===== src/rtl/stage_fetch.sv =====
// stage_fetch: instruction-fetch stage and IF/ID pipeline register.
// Owns the PC and keeps at most one instruction-memory request in flight.
// A one-entry hold buffer catches a response that lands while IF/ID is stalled.
// Optional feature macro: STAGE_FETCH_MISALIGN_CHECK_EN.
//   Defined   -> a PC with pc[1:0] != 0 raises exception 001 and halts fetch.
//   Undefined -> pc[1:0] is ignored and the word-aligned address is fetched.
module stage_fetch #(
  parameter logic [31:0] RESET_PC      = 32'h0000_1000,
  parameter logic [31:0] EXC_VECTOR_PC = 32'h0000_2000
) (
  input  logic        clk,
  input  logic        reset,
  input  logic        in_pc_write_disable,
  input  logic        in_IFID_write_disable,
  input  logic        in_branch_taken,
  input  logic [31:0] in_branch_target,
  input  logic        in_exception_flush,
  output logic        out_imem_req,
  output logic [31:0] out_imem_addr,
  input  logic        in_imem_valid,
  input  logic [31:0] in_imem_data,
  input  logic        in_imem_error,
  output logic [31:0] out_instruction,
  output logic [31:0] out_PC,
  output logic [2:0]  out_exception_vector
);

  localparam logic [31:0] NOP           = 32'h0000_0013;
  localparam logic [2:0]  EXC_NONE      = 3'b000;
  localparam logic [2:0]  EXC_MISALIGN  = 3'b001;
  localparam logic [2:0]  EXC_ACCESS    = 3'b010;

  // WAIT: our request is outstanding. KILL: outstanding request was flushed,
  // its response must be swallowed. HALT: parked after a faulting fetch.
  typedef enum logic [1:0] {FETCH, WAIT, KILL, HALT} state_t;

  state_t      state;
  logic [31:0] pc;
  logic [31:0] req_addr;
  logic        hold_valid;
  logic [31:0] hold_instr;
  logic [31:0] hold_pc;
  logic [2:0]  hold_exc;

  logic        flush;
  logic [31:0] flush_pc;
  logic [31:0] fetch_addr;
  logic        misaligned;
  logic        fetch_ok;
  logic        issue;
  logic        misalign_fault;
  logic        accept;
  logic        prod_valid;
  logic [31:0] prod_instr;
  logic [2:0]  prod_exc;

`ifdef STAGE_FETCH_MISALIGN_CHECK_EN
  assign fetch_addr = pc;
  assign misaligned = (pc[1:0] != 2'b00);
`else
  assign fetch_addr = {pc[31:2], 2'b00};
  assign misaligned = 1'b0;
`endif

  // Redirect select: exception flush outranks a branch.
  assign flush    = in_exception_flush | in_branch_taken;
  assign flush_pc = in_exception_flush ? EXC_VECTOR_PC : in_branch_target;

  // A new fetch may start only from FETCH with the PC unlocked, nothing parked
  // in the hold buffer and no redirect arriving this cycle.
  assign fetch_ok       = (state == FETCH) && !in_pc_write_disable && !hold_valid
                          && !flush && !reset;
  assign issue          = fetch_ok && !misaligned;
  assign misalign_fault = fetch_ok && misaligned;

  // The request is a level: raised on issue and kept up (with the captured
  // address) until the memory answers, even across a flush.
  assign out_imem_req  = !reset && (issue || (state == WAIT) || (state == KILL));
  assign out_imem_addr = (state == FETCH) ? fetch_addr : req_addr;

  // A response is used only if it belongs to a live request and no redirect
  // is discarding it in the same cycle.
  assign accept     = out_imem_req && in_imem_valid && (state != KILL) && !flush;
  assign prod_valid = accept || misalign_fault;

  // Entry produced for IF/ID this cycle: the fetched word, or a NOP carrying
  // the fault code. out_imem_addr equals the PC of whatever is being produced.
  always_comb begin
    prod_instr = NOP;
    prod_exc   = EXC_NONE;
    if (misalign_fault) begin
      prod_exc = EXC_MISALIGN;
    end else if (in_imem_error) begin
      prod_exc = EXC_ACCESS;
    end else begin
      prod_instr = in_imem_data;
    end
  end

  // PC, request bookkeeping, hold buffer, IF/ID register and the fetch FSM.
  // NOTE: every register here uses <= so all of them update from the same
  // pre-edge values; blocking assignments would let later lines see new state.
  always_ff @(posedge clk) begin
    if (reset) begin
      state                <= FETCH;
      pc                   <= RESET_PC;
      req_addr             <= RESET_PC;
      hold_valid           <= 1'b0;
      hold_instr           <= NOP;
      hold_pc              <= '0;
      hold_exc             <= EXC_NONE;
      out_instruction      <= NOP;
      out_PC               <= '0;
      out_exception_vector <= EXC_NONE;
    end else if (flush) begin
      pc                   <= flush_pc;
      hold_valid           <= 1'b0;
      out_instruction      <= NOP;
      out_PC               <= '0;
      out_exception_vector <= EXC_NONE;
      if (((state == WAIT) || (state == KILL)) && !in_imem_valid)
        state <= KILL;
      else
        state <= FETCH;
    end else begin
      if (issue)
        req_addr <= fetch_addr;
      if (accept)
        pc <= pc + 32'd4;

      if (!in_IFID_write_disable) begin
        if (hold_valid) begin
          out_instruction      <= hold_instr;
          out_PC               <= hold_pc;
          out_exception_vector <= hold_exc;
          hold_valid           <= 1'b0;
        end else if (prod_valid) begin
          out_instruction      <= prod_instr;
          out_PC               <= out_imem_addr;
          out_exception_vector <= prod_exc;
        end else begin
          out_instruction      <= NOP;
          out_PC               <= '0;
          out_exception_vector <= EXC_NONE;
        end
      end else if (prod_valid) begin
        hold_instr <= prod_instr;
        hold_pc    <= out_imem_addr;
        hold_exc   <= prod_exc;
        hold_valid <= 1'b1;
      end

      case (state)
        FETCH: begin
          if (misalign_fault)
            state <= HALT;
          else if (issue)
            state <= in_imem_valid ? (in_imem_error ? HALT : FETCH) : WAIT;
        end
        WAIT: begin
          if (in_imem_valid)
            state <= in_imem_error ? HALT : FETCH;
        end
        KILL: begin
          if (in_imem_valid)
            state <= FETCH;
        end
        HALT: state <= HALT;
        default: state <= FETCH;
      endcase
    end
  end

endmodule

===== config.mk =====
export PLATFORM = sky130hd
export DESIGN_NAME = stage_fetch
export DESIGN_NICKNAME = d
export VERILOG_FILES = /design/src/rtl/stage_fetch.sv
export SDC_FILE = /design/constraint.sdc
export NUM_CORES = 1
export LEC_CHECK = 0
export ABC_AREA = 1
export CORE_ASPECT_RATIO = 0.5
export CORE_UTILIZATION = 53
export CTS_CLUSTER_DIAMETER = 60
export DETAILED_ROUTE_END_ITERATION = 7
export MAX_ROUTING_LAYER = met4
export PLACE_DENSITY = 0.93
export REMOVE_ABC_BUFFERS = 1
export SLEW_MARGIN = 20
export SYNTH_ARGS = -nofsm -noshare
export SYNTH_HDL_FRONTEND = slang
export SYNTH_SLANG_ARGS = --single-unit
export TNS_END_PERCENT = 5

===== constraint.sdc =====
create_clock -name clk -period 1.99 [get_ports clk]
set_input_delay 0.398 -clock clk [delete_from_list [all_inputs] [get_ports clk]]
set_output_delay 0.398 -clock clk [all_outputs]
set_load 0.03 [all_outputs]

After elaboration in Yosys (flattened, before gate mapping)
Index checks and enable logic that the tools add are counted.
- word-level logic and storage cells: 65
- input port bits: 72
- output and inout port bits: 100
- register bits: 199
- muxes and demuxes: 20
- eq/ne operators: 7
- reductions and logical operators: 24
- $add $sub $neg: 1
- bitwise logic cells: 3
- operators by type and width (operator ; number):
    $mux 32 ; 9
    $add 32x3->32 const B ; 1
    $mux 2 ; 9
    $logic_and 1x1->1 ; 9
    $ne 3x3->1 const B ; 3
    $pmux 2 s4 ; 1
    $reduce_and 3->1 ; 2
    $logic_not 1->1 ; 5
    $eq 2x2->1 const B ; 2
    $logic_or 1x1->1 ; 3
    $mux 3 ; 1
    $reduce_or 3->1 ; 1
    $eq 2x1->1 const B ; 1
    $logic_not 2->1 ; 1
    $ne 2x2->1 const B ; 1
    $not 1->1 ; 2
    $reduce_and 2->1 ; 1
    $reduce_bool 2->1 ; 1
    $reduce_or 2->1 ; 1
    $or 1x1->1 ; 1

Logic depth before layout (Yosys ltp)
Gate-level depths: netlist of the first run.
- depth in word-level cells: 13
- depth in mapped cells: 13
- mapped depth without buffers: 12

Worst setup path after synthesis of the first run
OpenSTA, ideal clock, no wires.
- path type: flip-flop to output port
- start: reg state[0]
- end: out out_imem_addr[2]
- required time: 1.592 ns
- cell stages (with the launch flop): 7
- arrival: 1.845 ns
- setup slack: -0.253 ns
- path through: dfxtp_1 -> inv_1 -> ha_1 -> inv_2 -> clkbuf_1 -> clkbuf_1 -> o21ai_0
- longest elaborated chain between the ends: 2
- ends and longest elaborated chain (item ; line ; source):
    start, declared ; 37 ; state_t state;
    start signal, assigned ; 158 ; state <= in_imem_valid ? (in_imem_error ? HALT : FETCH) : WAIT;
    start signal, assigned ; 162 ; state <= in_imem_error ? HALT : FETCH;
    $logic_not 2->1 ; 79 ; assign out_imem_addr = (state == FETCH) ? fetch_addr : req_addr;
    $mux 32 ; 79 ;
    end, declared ; 19 ; output logic [31:0] out_imem_addr,
Every way passes these cells.

Worst setup path in the final report of the first run
- start: reg state[0]
- end: reg hold_pc[19]
- longest elaborated chain between the ends: 12
- elaborated cells on any way between the ends: 16
- ends and longest elaborated chain (item ; line ; source):
    $logic_not 2->1 ; 71, 79 ;
    $logic_and 1x1->1 (2 in series) ; 71 ; assign fetch_ok = (state == FETCH) && !in_pc_write_disable && !hold_valid
    $logic_and 1x1->1 (2 in series) ; 72 ; && !flush && !reset;
    $logic_or 1x1->1 (2 in series) ; 78 ; assign out_imem_req = !reset && (issue || (state == WAIT) || (state == KILL));
    $logic_and 1x1->1 ; 78 ;
    $logic_and 1x1->1 (3 in series) ; 83 ; assign accept = out_imem_req && in_imem_valid && (state != KILL) && !flush;
    $reduce_and 3->1 (no line) ; -- ;
    end signal, assigned ; 148 ; hold_pc <= out_imem_addr;
    end, declared ; 42 ; logic [31:0] hold_pc;
Parallel ways exist; a longest one is shown, timed or not.
A chain may end at the register's enable or synchronous reset.

==> results of run 1 <==
## power groups by stage
stage / Sequential, mW / Combinational (mW) / Clock (mW)
floorplan: 4.05 / 0.507 / 0
detailed placement: 4.02 / 1.18 / 0
global route: 3.95 / 1.54 / 3.67
CTS: 3.93 / 1.35 / 3.50
global placement: 4.01 / 1.15 / 0
finish: 3.94 / 1.46 / 3.53
## critical path, delay by kind of cell, from the launching register on
family                   cells  cell delay [ps]
AND/OR/NAND/NOR              5              730
buffers and inverters        5              700
flip-flops                   1              330
AO/OA/AOI/OAI                2              270
adder cells (fa/ha/maj)      1              170
## cells in the final DEF, fill, tap and decap left out, types with 4 or more instances in the layout
master	synthesis	routed
dfxtp_1	189	186
ha_1	6	4
nand3_1	177	176
inv_1	84	81
clkbuf_16	0	22
buf_6	8	31
nand2_1	251	238
a21oi_1	213	187
a21oi_2	0	26
buf_12	0	18
o21ai_4	0	21
o21bai_1	4	4
buf_4	6	62
inv_8	0	4
conb_1	1	6
nor2_1	127	125
o21ai_2	1	9
xor2_1	7	7
nand2_2	3	15
o21ai_0	151	121
clkdlybuf4s50_1	0	130
inv_2	4	5
## per-layer routing
metal | vias to the layer above | part of all wire [%] | track usage, %
met2 | 826 | 45 | 58.64
met3 | 205 | 12 | 4.868
met4 | 0 | 4.8 | 19.06
met1 | 5016 | 38 | 44.34
li1 | 4798 | - | -
met5 | - | 0 | -
## sequential cells by signal, indices dropped and copies added, names as in the netlist
signal,cells
state,2
hold_valid,1
hold_pc,30
hold_instr,32
hold_exc,1
out_exception_vector,1
req_addr,30
out_instruction,32
out_PC,30
pc,30
## logic make-up after synthesis
kind of cell	Yosys count	share of synthesized area [%]
AOI/OAI and AO/OA	379	21.29
xor gates and xnor gates	7	0.6749
adders and majority gates	6	0.8263
buffers and inverters	195	9.159
DFF	189	41.65
other	1	0.04128
and+or+nand+nor	567	26.36
## synth_stat cells, types with 2 or more instances
library cell  number  area (um^2)
buf_4              6        45.04
buf_6              8        90.09
buf_2             14        70.07
clkbuf_1          72        270.3
a22oi_1            2        15.01
inv_1             84        315.3
o21ai_0          151        755.7
inv_2              4        15.01
nor2_1           127        476.7
o21bai_1           4        30.03
dfxtp_1          189         3784
o21a_1             2        15.01
nand2_2            3        18.77
ha_1               6        75.07
buf_1              7        26.28
o211ai_1           3        22.52
nand2_1          251        942.2
a21oi_1          213         1066
nand3_1          177        885.9
nand4_1            3        18.77
xor2_1             7        61.31
## cell type report
type	count	area share [%]
Multi-Input combinational cell	965	38.97
Inverter	88	2.689
Tap cell	227	2.244
Clock buffer	18	3.470
Timing Repair Buffer	251	21.37
Clock inverter	14	1.315
Antenna cell	1	0.01977
Sequential cell	189	29.93
## final timing paths
check	slack, ps	from	to	cells past startpoint
max	-290	state[0]	hold_pc[19]	13
min reg2reg	470	hold_pc[26]	hold_pc[26]	2
min	310	in_IFID_write_disable	hold_valid	3
max reg2reg	-290	state[0]	hold_pc[19]	13
## repair_timing
action                                  CTS  global route
gates cloned                              3             6
hold endpoints to repair                  0             0
pin swaps                                 4             5
gates resized for setup                 117            57
endpoints found under the setup margin   31           180
setup buffers                             2             7
==> results_dict.tcl, run 1 <==
set metrics [dict create \
    status "finished, violations left" \
    violations "negative setup slack" \
    multi_input_area_um2 4931 \
    finalCritPeriodShare_pct 114.7 \
    rsz0062_at_grt "yes" \
    skew_ps 13.52 \
    n_fill_cell 1098 \
    p_clk_share_pct 39.5 \
    endpoint_kind "register" \
    slew_headroom_pct 55.38 \
    syn_avg_cell_area_um2 6.760 \
    cts.sinks 189 \
    utilization_pct 76.43 \
    drive_above_1_share_pct 16.07 \
    cp-start-kind "register" \
    place_worst_setup_slack_ps -315.4 \
    worstPathCellList "inv_2, ha_4, inv_8, nor3_4, nand2_2, o21ai_2, buf_4, nand2_4, nor2_4, buf_4, clkbuf_16, nand3_1, a21oi_1" \
    grt_pass1_vias 10066 \
    cts_buffers 17 \
    die_h_um 94.58 \
    overflow 0 \
    crit_type "reg2reg" \
    io_pins 172 \
    worst_ir_drop_vdd_uv 649.6 \
    row_count 33 \
    synth_seq_cells 189 \
    port_buffers 163 \
    initial_core_util_pct 54.87 \
    p_sw_mw 2.748 \
    maxCapViolations 0 \
    p_int_mw 6.191 \
    wl_mm 35.23 \
    switching_share_pct 30.75 \
    place_inst 1702 \
    vias_per_cell 6.187 \
    seqPwrFrac_pct 44.1 \
    cts_tree "done" \
    ys_seq_area_share_pct 41.65 \
    cts-root-buf "clkbuf_16" \
    setup-tns-final_ps -11370 \
    worst_pin_slew_ps 669.3 \
    gp_congestion 0.9974 \
    drv_slew 0 \
    min_path_type "in2reg" \
    grt_pass1_wl_mm 49.51 \
    drt_pass1_iterations 6 \
    max_stage_delay_ps 330 \
    layout_setup_ws_ps -292.6 \
    postRouteAntennaNets 0 \
    post-route-min-period_ps 2283 \
    async_flop_share_pct 0 \
    coreArea_um2 16560 \
    grt_usage_pct 36.07 \
    antenna_found_initial 1 \
    fmax_mhz 438.1 \
    netlist_instances 1344 \
    cp.required_ps 2360 \
    grt_max_degree 66 \
    dp_hpwl_mm 19.88 \
    clock_latency_ps 440 \
    synth_edf_count 0 \
    path_clk_slew_ps 80 \
    syn2layout_area_growth_pct 39.29 \
    setup_violations 147 \
    arrival_ps 2650 \
    nets 1590 \
    synth_warnings 0 \
    routedWlPerCell_um 20.10 \
    drc 0 \
    drt_iter0_markers 1599 \
    slowest_stage "dfxtp_2" \
    whs_ps 310.4 \
    cpMostUsedCell "buf_4" \
    p_leak_nw 4.754 \
    design_area_um2 12650 \
    dpl_cell_area_um2 11180 \
    postCtsHoldBufs 0 \
    power.total_mw 8.939 \
    synth_top_flop_cell "dfxtp_1" \
    synth_cell_types 32 \
    htree_num_levels 4 \
    p_per_area_nw_per_um2 706.4 \
    die_area_um2 17700 \
    layout.cells.non_filler 1753 \
    cts_buffer_depth 2 \
    combPwrFrac_pct 16.4 \
    die_x_um 187.2 \
    hold_viol 0 \
    seqCellArea_um2 3787 \
    path_max_fanout 14 \
    num_vias 10845 \
    synth_area_um2 9085 \
]
(Power assumes the default switching activity.)
==> run 2, diff against run 1 <==
PLACE_DENSITY = not set   (was 0.93)
PLACE_DENSITY_LB_ADDON = 0.08   (was not set)
==> run 2 against run 1 <==
Die area is the same. Clock-buffer cell count grew 1. Wire length shrank 19%. Critical path type is now reg2out. Setup slack gained 200 ps. The run still ends with negative setup slack left. Total power shrank 3.6%.
==> results_dict.tcl, run 2 (same netlist as run 1, synthesis figures left out) <==
set metrics [dict create \
    overflow 0 \
    status "finished, violations left" \
    grt_max_degree 67 \
    crit_type "reg2out" \
    path_clk_slew_ps 80 \
    design_area_um2 12090 \
    grt_pass1_wl_mm 46.16 \
    fmax_mhz 481.3 \
    worst_pin_slew_ps 719.5 \
    port_buffers 163 \
    maxCapViolations 0 \
    cp.required_ps 1590 \
    crit_family "buffers and inverters" \
    p_per_area_nw_per_um2 713.0 \
    syn2layout_area_growth_pct 33.04 \
    initial_core_util_pct 54.87 \
    routedWlPerCell_um 16.36 \
    layout_setup_ws_ps -87.81 \
    mostFrequentLayoutCell "nand2_1" \
    crit-reg2reg-launch "state[0]" \
    setup_violations 38 \
    cts_tree "done" \
    slew_headroom_pct 52.04 \
    wl_mm 28.43 \
    clock_latency_ps 440 \
    hold_end "hold_pc[21]" \
    gp_congestion 0.9248 \
    grt_pass1_vias 9214 \
    min_path_type "in2reg" \
    cts-root-buf "clkbuf_16" \
    reg2regPathDepth 10 \
    hold_start "in_IFID_write_disable" \
    coreArea_um2 16560 \
    endpoint_kind "output pin" \
    rsz0062_at_grt "yes" \
    path_max_fanout 15 \
    drv_slew 0 \
    grt_usage_pct 33.54 \
    arrival_ps 1680 \
    slowest_stage "dfxtp_1" \
    die_h_um 94.58 \
    cts.sinks 189 \
    dpl_cell_area_um2 11180 \
    cp-start-kind "register" \
    drt_pass1_iterations 5 \
    violations "negative setup slack" \
    layout_common_cells "251 x nand2_1, 205 x a21oi_1, 186 x dfxtp_1" \
    drt_iter0_markers 902 \
    htree_num_levels 4 \
    worstPathCellList "inv_2, ha_4, inv_6, buf_12, nand2_1, o21ai_2, buf_6" \
    nets 1576 \
    post-route-min-period_ps 2078 \
    cts_buffer_depth 2 \
    hold_viol 0 \
    die_x_um 187.2 \
    r2r_slack_ps -60 \
    num_vias 9878 \
    antenna_found_initial 0 \
    holdPathStages 3 \
    worst_ir_drop_vdd_uv 676.8 \
    max_stage_delay_ps 350 \
    largestRegisters "hold_instr (32), out_instruction (32)" \
    crit_buf_inv 4 \
    drive_above_1_share_pct 12.71 \
    row_count 33 \
    skew_ps 12.80 \
    place_worst_setup_slack_ps -213.6 \
    worstReg2RegEnd "hold_pc[9]" \
    drc 0 \
    finalCritPeriodShare_pct 104.4 \
    die_area_um2 17700 \
    postRouteAntennaNets 0 \
    io_pins 172 \
    p_leak_nw 4.563 \
    dp_hpwl_mm 18.78 \
    cts_buffers 17 \
    vias_per_cell 5.684 \
    n_antenna_cell 0 \
]
run 2: changes by cell type in the layout (fill, tap and decap cells not counted), sizes merged:
cell and change:
clkinv -2, clkinvlp +3, inv -1, buf -11, diode -1, clkbuf -3
run 2: final cells by class:
| cell class | count | area (um^2) |
|---|---|---|
| clock buffers | 19 | 442.9 |
| clock inverters | 13 | 128.9 |
| fillers | 1374 | 4471 |
| inverters | 88 | 335.3 |
| multi-input cells | 965 | 4649 |
| flip-flops and latches | 189 | 3787 |
| well taps | 227 | 284.0 |
| repair buffers | 236 | 2451 |
| repair inverters | 1 | 7.507 |
run 2: how the worst max path moves through the flow:
stage | depth (start not counted) | to | slack (ps) | from
after floorplan | 7 | hold_instr[0] | -2760 | in_branch_taken
after global placement | 12 | out_PC[29] | -140 | in_exception_flush
after detailed placement | 12 | out_PC[27] | -210 | in_branch_taken
after CTS | 7 | out_imem_addr[18] | -70 | state[0]
after global routing | 8 | out_imem_req | -130 | state[1]
final | 7 | out_imem_addr[29] | -90 | state[1]
run 2: metal layers:
layer  up-vias  GRT usage [%]  wire length, um
met2       410          54.93            13270
met3        32          6.020             2259
li1       4761              -                -
met4         0          8.265              348
met1      4675          43.19            12550
met5         -              -                0
run 2: timing repair:
action | in CTS | in global routing
setup buffers | 1 | 3
hold buffers | 0 | 0
endpoints found under the setup margin | 32 | 61
resized for setup | 88 | 18
pin swaps | 2 | 2
gates cloned | 1 | 0
run 2: per-stage QoR:
stage	utilization [%]	hold WS (ps)	TNS, ps	power [mW]	cells
final	73.00	384.4	-1291	8.617	1738
after global routing	73.00	390.8	-6082	8.897	1738
after CTS	72.46	375.0	-1266	8.599	1735
after detailed placement	67.54	439.7	-18370	5.211	1701
after global placement	67.54	431.4	-12940	5.191	1701
after floorplan	-	426.5	-391680	4.554	1242
run 2: worst min-delay path, cell delays in order:
cell	delay, ps
buf_4	210
nand3_1	110
a21oi_1	50
run 2: where the power goes:
part	total, mW	internal, mW	switching, mW
sequential	3.94	3.86	0.0808
combinational	1.31	0.539	0.773
clock	3.36	1.69	1.67
